**config.mk**
```make
export PLATFORM = sky130hd
export DESIGN_NAME = serial_subtractor
export DESIGN_NICKNAME = d
export VERILOG_FILES = /design/src/rtl/arith_pkg.sv /design/src/rtl/full_subtractor.sv /design/src/rtl/serial_subtractor.sv
export SDC_FILE = /design/constraint.sdc
export NUM_CORES = 1
export LEC_CHECK = 0
export ABC_AREA = 1
export CELL_PAD_IN_SITES_DETAIL_PLACEMENT = 0
export CELL_PAD_IN_SITES_GLOBAL_PLACEMENT = 1
export CORE_MARGIN = 5
export CORE_UTILIZATION = 43
export DETAILED_ROUTE_END_ITERATION = 7
export GPL_TIMING_DRIVEN = 1
export PLACE_DENSITY = 0.91
export SYNTH_ARGS = -nofsm -noshare
export SYNTH_HDL_FRONTEND = slang
export SYNTH_SLANG_ARGS = --single-unit
export TNS_END_PERCENT = 20
```
**constraint.sdc**
```tcl
create_clock -name sys_clk -period 2.37 [get_ports sys_clk]
set_input_delay 0.711 -clock sys_clk [delete_from_list [all_inputs] [get_ports sys_clk]]
set_output_delay 0.711 -clock sys_clk [all_outputs]
set_load 0.05 [all_outputs]
```
**src/rtl/arith_pkg.sv**
```systemverilog
// Shared definitions for the bit-serial arithmetic blocks: FSM state encoding
// and the default operand width.
package arith_pkg;

    localparam int DEFAULT_WIDTH = 8;

    typedef enum logic [1:0] {
        ST_IDLE = 2'd0,
        ST_RUN  = 2'd1,
        ST_DONE = 2'd2
    } state_t;

endpackage

```
**src/rtl/full_subtractor.sv**
```systemverilog
// One-bit full subtractor cell: diff = in_1 - in_2 - bin, with borrow out.
module full_subtractor (
    input  logic in_1,
    input  logic in_2,
    input  logic bin,
    output logic diff,
    output logic bout
);

    assign diff = in_1 ^ in_2 ^ bin;
    assign bout = (~in_1 & in_2) | (~(in_1 ^ in_2) & bin);

endmodule

```
**src/rtl/serial_subtractor.sv**
```systemverilog
// Bit-serial unsigned subtractor: one full-subtractor cell reused over WIDTH
// clocks, LSB first, with a start/busy/done handshake.
module serial_subtractor
    import arith_pkg::*;
#(
    parameter int WIDTH = DEFAULT_WIDTH
) (
    input  logic             sys_clk,
    input  logic             sys_rst_n,
    input  logic             start,
    input  logic [WIDTH-1:0] in_a,
    input  logic [WIDTH-1:0] in_b,
    output logic             busy,
    output logic             done,
    output logic [WIDTH-1:0] diff,
    output logic             borrow
);

    localparam int CNT_W = $clog2(WIDTH);

    state_t             state_reg;
    state_t             state_next;
    logic [WIDTH-1:0]   a_reg;
    logic [WIDTH-1:0]   b_reg;
    logic [WIDTH-1:0]   res_reg;
    logic [WIDTH-1:0]   diff_reg;
    logic               bin_reg;
    logic               borrow_reg;
    logic [CNT_W-1:0]   cnt_reg;
    logic               cell_d;
    logic               cell_bout;
    logic               last_bit;
    logic               accept;

    full_subtractor u_cell (
        .in_1 (a_reg[0]),
        .in_2 (b_reg[0]),
        .bin  (bin_reg),
        .diff (cell_d),
        .bout (cell_bout)
    );

    assign last_bit = (state_reg == ST_RUN) && (cnt_reg == CNT_W'(WIDTH - 1));
    // A new request is taken in IDLE and also in DONE, which gives back-to-back issue.
    assign accept   = (state_reg != ST_RUN) && start;

    always_ff @(posedge sys_clk or negedge sys_rst_n) begin
        if (!sys_rst_n) begin
            state_reg <= ST_IDLE;
        end else begin
            state_reg <= state_next;
        end
    end

    always_comb begin
        state_next = state_reg;
        case (state_reg)
            ST_IDLE: if (start) state_next = ST_RUN;
            ST_RUN:  if (last_bit) state_next = ST_DONE;
            ST_DONE: state_next = start ? ST_RUN : ST_IDLE;
            default: state_next = ST_IDLE;
        endcase
    end

    always_ff @(posedge sys_clk or negedge sys_rst_n) begin
        if (!sys_rst_n) begin
            a_reg      <= '0;
            b_reg      <= '0;
            res_reg    <= '0;
            diff_reg   <= '0;
            bin_reg    <= 1'b0;
            borrow_reg <= 1'b0;
            cnt_reg    <= '0;
        end else if (accept) begin
            a_reg   <= in_a;
            b_reg   <= in_b;
            bin_reg <= 1'b0;
            cnt_reg <= '0;
        end else if (state_reg == ST_RUN) begin
            a_reg   <= a_reg >> 1;
            b_reg   <= b_reg >> 1;
            res_reg <= {cell_d, res_reg[WIDTH-1:1]};
            bin_reg <= cell_bout;
            cnt_reg <= cnt_reg + 1'b1;
            // Outputs only change on the final bit so callers never see a partial result.
            if (last_bit) begin
                diff_reg   <= {cell_d, res_reg[WIDTH-1:1]};
                borrow_reg <= cell_bout;
            end
        end
    end

    assign busy   = (state_reg == ST_RUN);
    assign done   = (state_reg == ST_DONE);
    assign diff   = diff_reg;
    assign borrow = borrow_reg;

endmodule
```
# Word level (Yosys, flattened, before mapping)
# Index checks and enable logic that the tools add are counted.
classes:
  n_addsub: 1
  eq_ne: 6
  n_mux: 12
  bitwise_logic: 8
  reduce_logical: 7
ops:
  columns: ["cell", "count"]
  rows:
  - ["2-to-1 mux 8 bit", 4]
  - ["2-to-1 mux 3 bit", 2]
  - ["one-hot mux 2 bit (3 select lines)", 1]
  - ["2-to-1 mux 2 bit", 2]
  - ["inequality test 2 x 1 -> 1 bit (second input constant)", 2]
  - ["AND reduction 2 bit", 2]
  - ["adder 3 x 1 -> 3 bit (second input constant)", 1]
  - ["== test 3 bit (second input constant)", 1]
  - ["2-to-1 mux 1 bit", 3]
  - ["inverter 1 bit", 3]
  - ["AND reduction 3 bit", 1]
  - ["AND 1 bit", 2]
  - ["== test 2 x 1 -> 1 bit (second input constant)", 1]
  - ["== test 2 bit (second input constant)", 1]
  - ["logical AND 1 bit", 2]
  - ["zero test 2 bit", 1]
  - ["inequality test 2 bit (second input constant)", 1]
  - ["nonzero test 2 bit", 1]
  - ["bitwise XOR 1 bit", 2]
  - ["bitwise OR 1 bit", 1]
word_totals:
  regBits: 39
  word_cells: 42

# Depth between registers and ports, before layout
# Gate-level depths: netlist of the first run.
logic_depth:
  ltp_word: 6
  depth_mapped: 6
  mapped_depth_nobuf: 6

# Hierarchy
# Synthesis of the first run repeated with hierarchy kept, for this count alone.
hier_totals:
  hier_cells: 182
  hier_area_um2: 1652.8
modules_own_cells:
  columns: ["mod", "n_inst", "cells_each", "area_each_um2", "seq_area_each_um2"]
  rows:
  - ["serial_subtractor", 1, 178, 1621.6, 950.9]
  - ["full_subtractor", 1, 4, 31.3, 0.0]

# Worst setup path before layout of the first run
# OpenSTA, ideal clock, no wires.
synth_timing:
  path_type: "flip-flop to output port"
  startpoint: "register state_reg[1]"
  endpoint: "output done"
  t_arrival_ns: 1.077
  required_ns: 1.659
  setup_slack_ns: 0.582
  path_stages_with_launch: 3
  path_buffers: 0
  path_cell_list: "dfrtp_1 inv_2 nor2_1"
synth_between:
  elab_chain_cells: 1
synth_rtl:
  columns: ["element", "line", "source"]
  rows:
  - ["start: declaration", "serial_subtractor.sv:21", "state_t state_reg;"]
  - ["start signal: assignment", "serial_subtractor.sv:51", "state_reg <= state_next;"]
  - ["== test 2 bit", "serial_subtractor.sv:94", "assign done = (state_reg == ST_DONE);"]
  - ["end: declaration", "serial_subtractor.sv:14", "output logic done,"]
# Every way passes these cells.

# Final worst setup path of the first run
layout_timing:
  startpoint: "register diff_reg[6], in the netlist diff[6]"
  endpoint: "output diff[6]"
layout_rtl:
  columns: ["element", "line", "source"]
  rows:
  - ["start: declaration", "serial_subtractor.sv:26", "logic [WIDTH-1:0] diff_reg;"]
  - ["start signal: assignment", "serial_subtractor.sv:87", "diff_reg <= {cell_d, res_reg[WIDTH-1:1]};"]
  - ["end: declaration", "serial_subtractor.sv:15", "output logic [WIDTH-1:0] diff,"]
# No word-level cell between the ends.

==> run metrics, run 1 <==
Hold WS 0.4651 ns; Max Fclk 466.1 MHz; Slew headroom 50.74%; count leader, synth nand2_1; type of the worst setup path reg2out; pwr dens 1269 nW/um2; Residual DRC 0; Clk pin slew, worst setup/hold paths 0.07 ns; Antenna Cells 0; final net count 236; Total GRT Usage 13.36%; Resized Gates After CTS 0; CP delay by family, top buffers and inverters; fin crit share 90.52%; largest stage delay on the critical path 0.80 ns; initial antenna violation count 0; area fraction of the dominant cell type after synthesis 52.16%; largest net degree at the start of global routing 39; sequential area share after synthesis 52.16%; Worst EP arrival 1.43 ns; required time of the critical path 1.66 ns; outcome completed; Core Region 4058 um2; Most used DFF post-synth dfrtp_1; max-cap violation count 0; IO Port Bufs 29; Post-Layout Cell Count 265; Yosys cell types 20; drt total wl 3040 um; Num CTS Buffers 5; area grow syn2layout 21.07%; Die Height 75.11 um; placed insts 257; Syn Std Cell Area 1823 um2; Hold WC Path Type in2async; Syn Inst Count 182; CTS H-tree depth 2; CTS tree done; Hold Vio Cnt, Final 0; Tmin final 2.145 ns; drt first pass iters 4; Max VDD drop 0.5338 mV; crit-path cells clkdlybuf4s50_1; vias in the first global route 1307; worst path buffer plus inverter count 1; top fanout value on the critical path 2; register bit total from synthesis 38; Root Buffer clkbuf_8; CTS Hold Buffers Added 0; initial cell density of the core 44.93%; hpwl dp 2088 um; DIE WIDTH 75.11 um; area of the die 5642 um2; slowest CP cell clkdlybuf4s50_1; Row Count 23; Max clock buf depth 2; GPL Wtd Cong 0.7533; Slew Limit Fails 0; Setup crit end kind output port; synth warn 0; vias per cell 4.792; Syn Nets 204; Fillers 381; RSZ-0062 raised after global routing no; clk_skew 0.006818 ns; ys async rst share 100.0%; first-pass GRT wire length 5678 um; Storage cell area 950.9 um2; worst skew pair latency 0.29 ns; top cells by area, synth dfrtp_1 (52%), nand2_1 (12%), nand3_2 (12%); Crit. Startpoint diff[6]$_DFFE_PN0P_; TNS Setup 0 ns; biggest area consumer among synthesized cells dfrtp_1; area of the multi-input gates 719.4 um2; Avg Cell Area, Syn 10.02 um2; total gr overflow 0; Worst R2R Start state_reg[1]$_DFFE_PN0P_; Routed wire per std cell 11.47 um; IO Count 30; fraction of layout cells with a size suffix above 1 22.33%; Sink Count 38; synth cell count leaders nand2_1 (56), dfrtp_1 (38), nand3_1 (29); CP Launch Type flop; Pleak 0.001073 uW; Post-synth EDFFs 0; remaining antenna violation count 0; post-CTS setup buffers 0; Iteration-0 DRC Markers 50; worst-margin pin slew 0.7363 ns; # setup viols final 0; Vias 1270
[cells by family after synthesis]
logic type,after synthesis,synth area share (%)
AOI/OAI and AO/OA,9,3.363
and+or+nand+nor,111,33.63
DFF,38,52.16
buffers and inverters,21,8.373
adders and majority gates,3,2.471
[where the power goes]
group	switching, uW	internal, uW	leakage, uW
sequential	162	920	0.000486
combinational	793	471	0.000539
clock	219	235	0.0000482
[routing by layer]
metal / up-vias / share of wire (%) / global-route usage (%) / wire length (um)
met3: 6 / 6.5 / 4.806 / 199
met5: - / 0 / 0 / 0
met4: 0 / 2.0 / 5.336 / 60
met2: 31 / 45 / 22.34 / 1362
met1: 579 / 47 / 15.57 / 1418
li1: 654 / - / - / -
[final cells by class]
cell class,count,area share (%)
multi-input combinational,123,32.60
timing repair buffer,36,15.65
clock inverter,1,0.2268
clock buffer,7,3.912
tap,50,2.834
sequential,38,43.08
inverter,10,1.701
[final timing paths]
kind	depth (start not counted)	slack, ns	to
hold reg to reg	2	0.47	diff[2]$_DFFE_PN0P_
hold / removal	2	0.47	b_reg[5]$_DFFE_PN0P_
min in group sys_clk	2	0.47	diff[2]$_DFFE_PN0P_
setup / recovery	1	0.22	diff[6]
max in group asynchronous	2	1.58	borrow$_DFFE_PN0P_
setup reg to reg	5	0.83	a_reg[5]$_DFFE_PN0P_
[placed cells by master (no fill, tap or decap)]
master	n
nand2_1	56
dfrtp_1	38
nand3_1	29
clkdlybuf4s50_1	26
nand3_2	21
inv_1	8
buf_4	8
clkbuf_8	6
o21ai_2	4
o21ai_0	3
inv_2	2
nand2_2	2
ha_1	2
nor2_4	1
nor2_1	1
nor2_8	1
o21ai_1	1
o22ai_1	1
fa_1	1
clkinv_2	1
clkbuf_1	1
buf_2	1
buf_12	1
[metrics by stage]
step                      total power [uW]  setup WS [ns]  instance area (um2)  utilization [%]
after floorplan                       2147         0.5815                 1823                -
after global placement                2352         0.5288                 2116            52.14
after detailed placement              2378         0.4750                 2116            52.14
after CTS                             2842         0.1992                 2207            54.39
after global routing                  3034         0.1573                 2207            54.39
final                                 2800         0.2248                 2207            54.39
No activity file was read; power rests on OpenSTA's default activity.
==> run 2, diff against run 1 <==
- HOLD_SLACK_MARGIN: not set -> 0.1
==> results of run 2 <==
No change in the layout: final DEF, timing and power equal those of run 1.
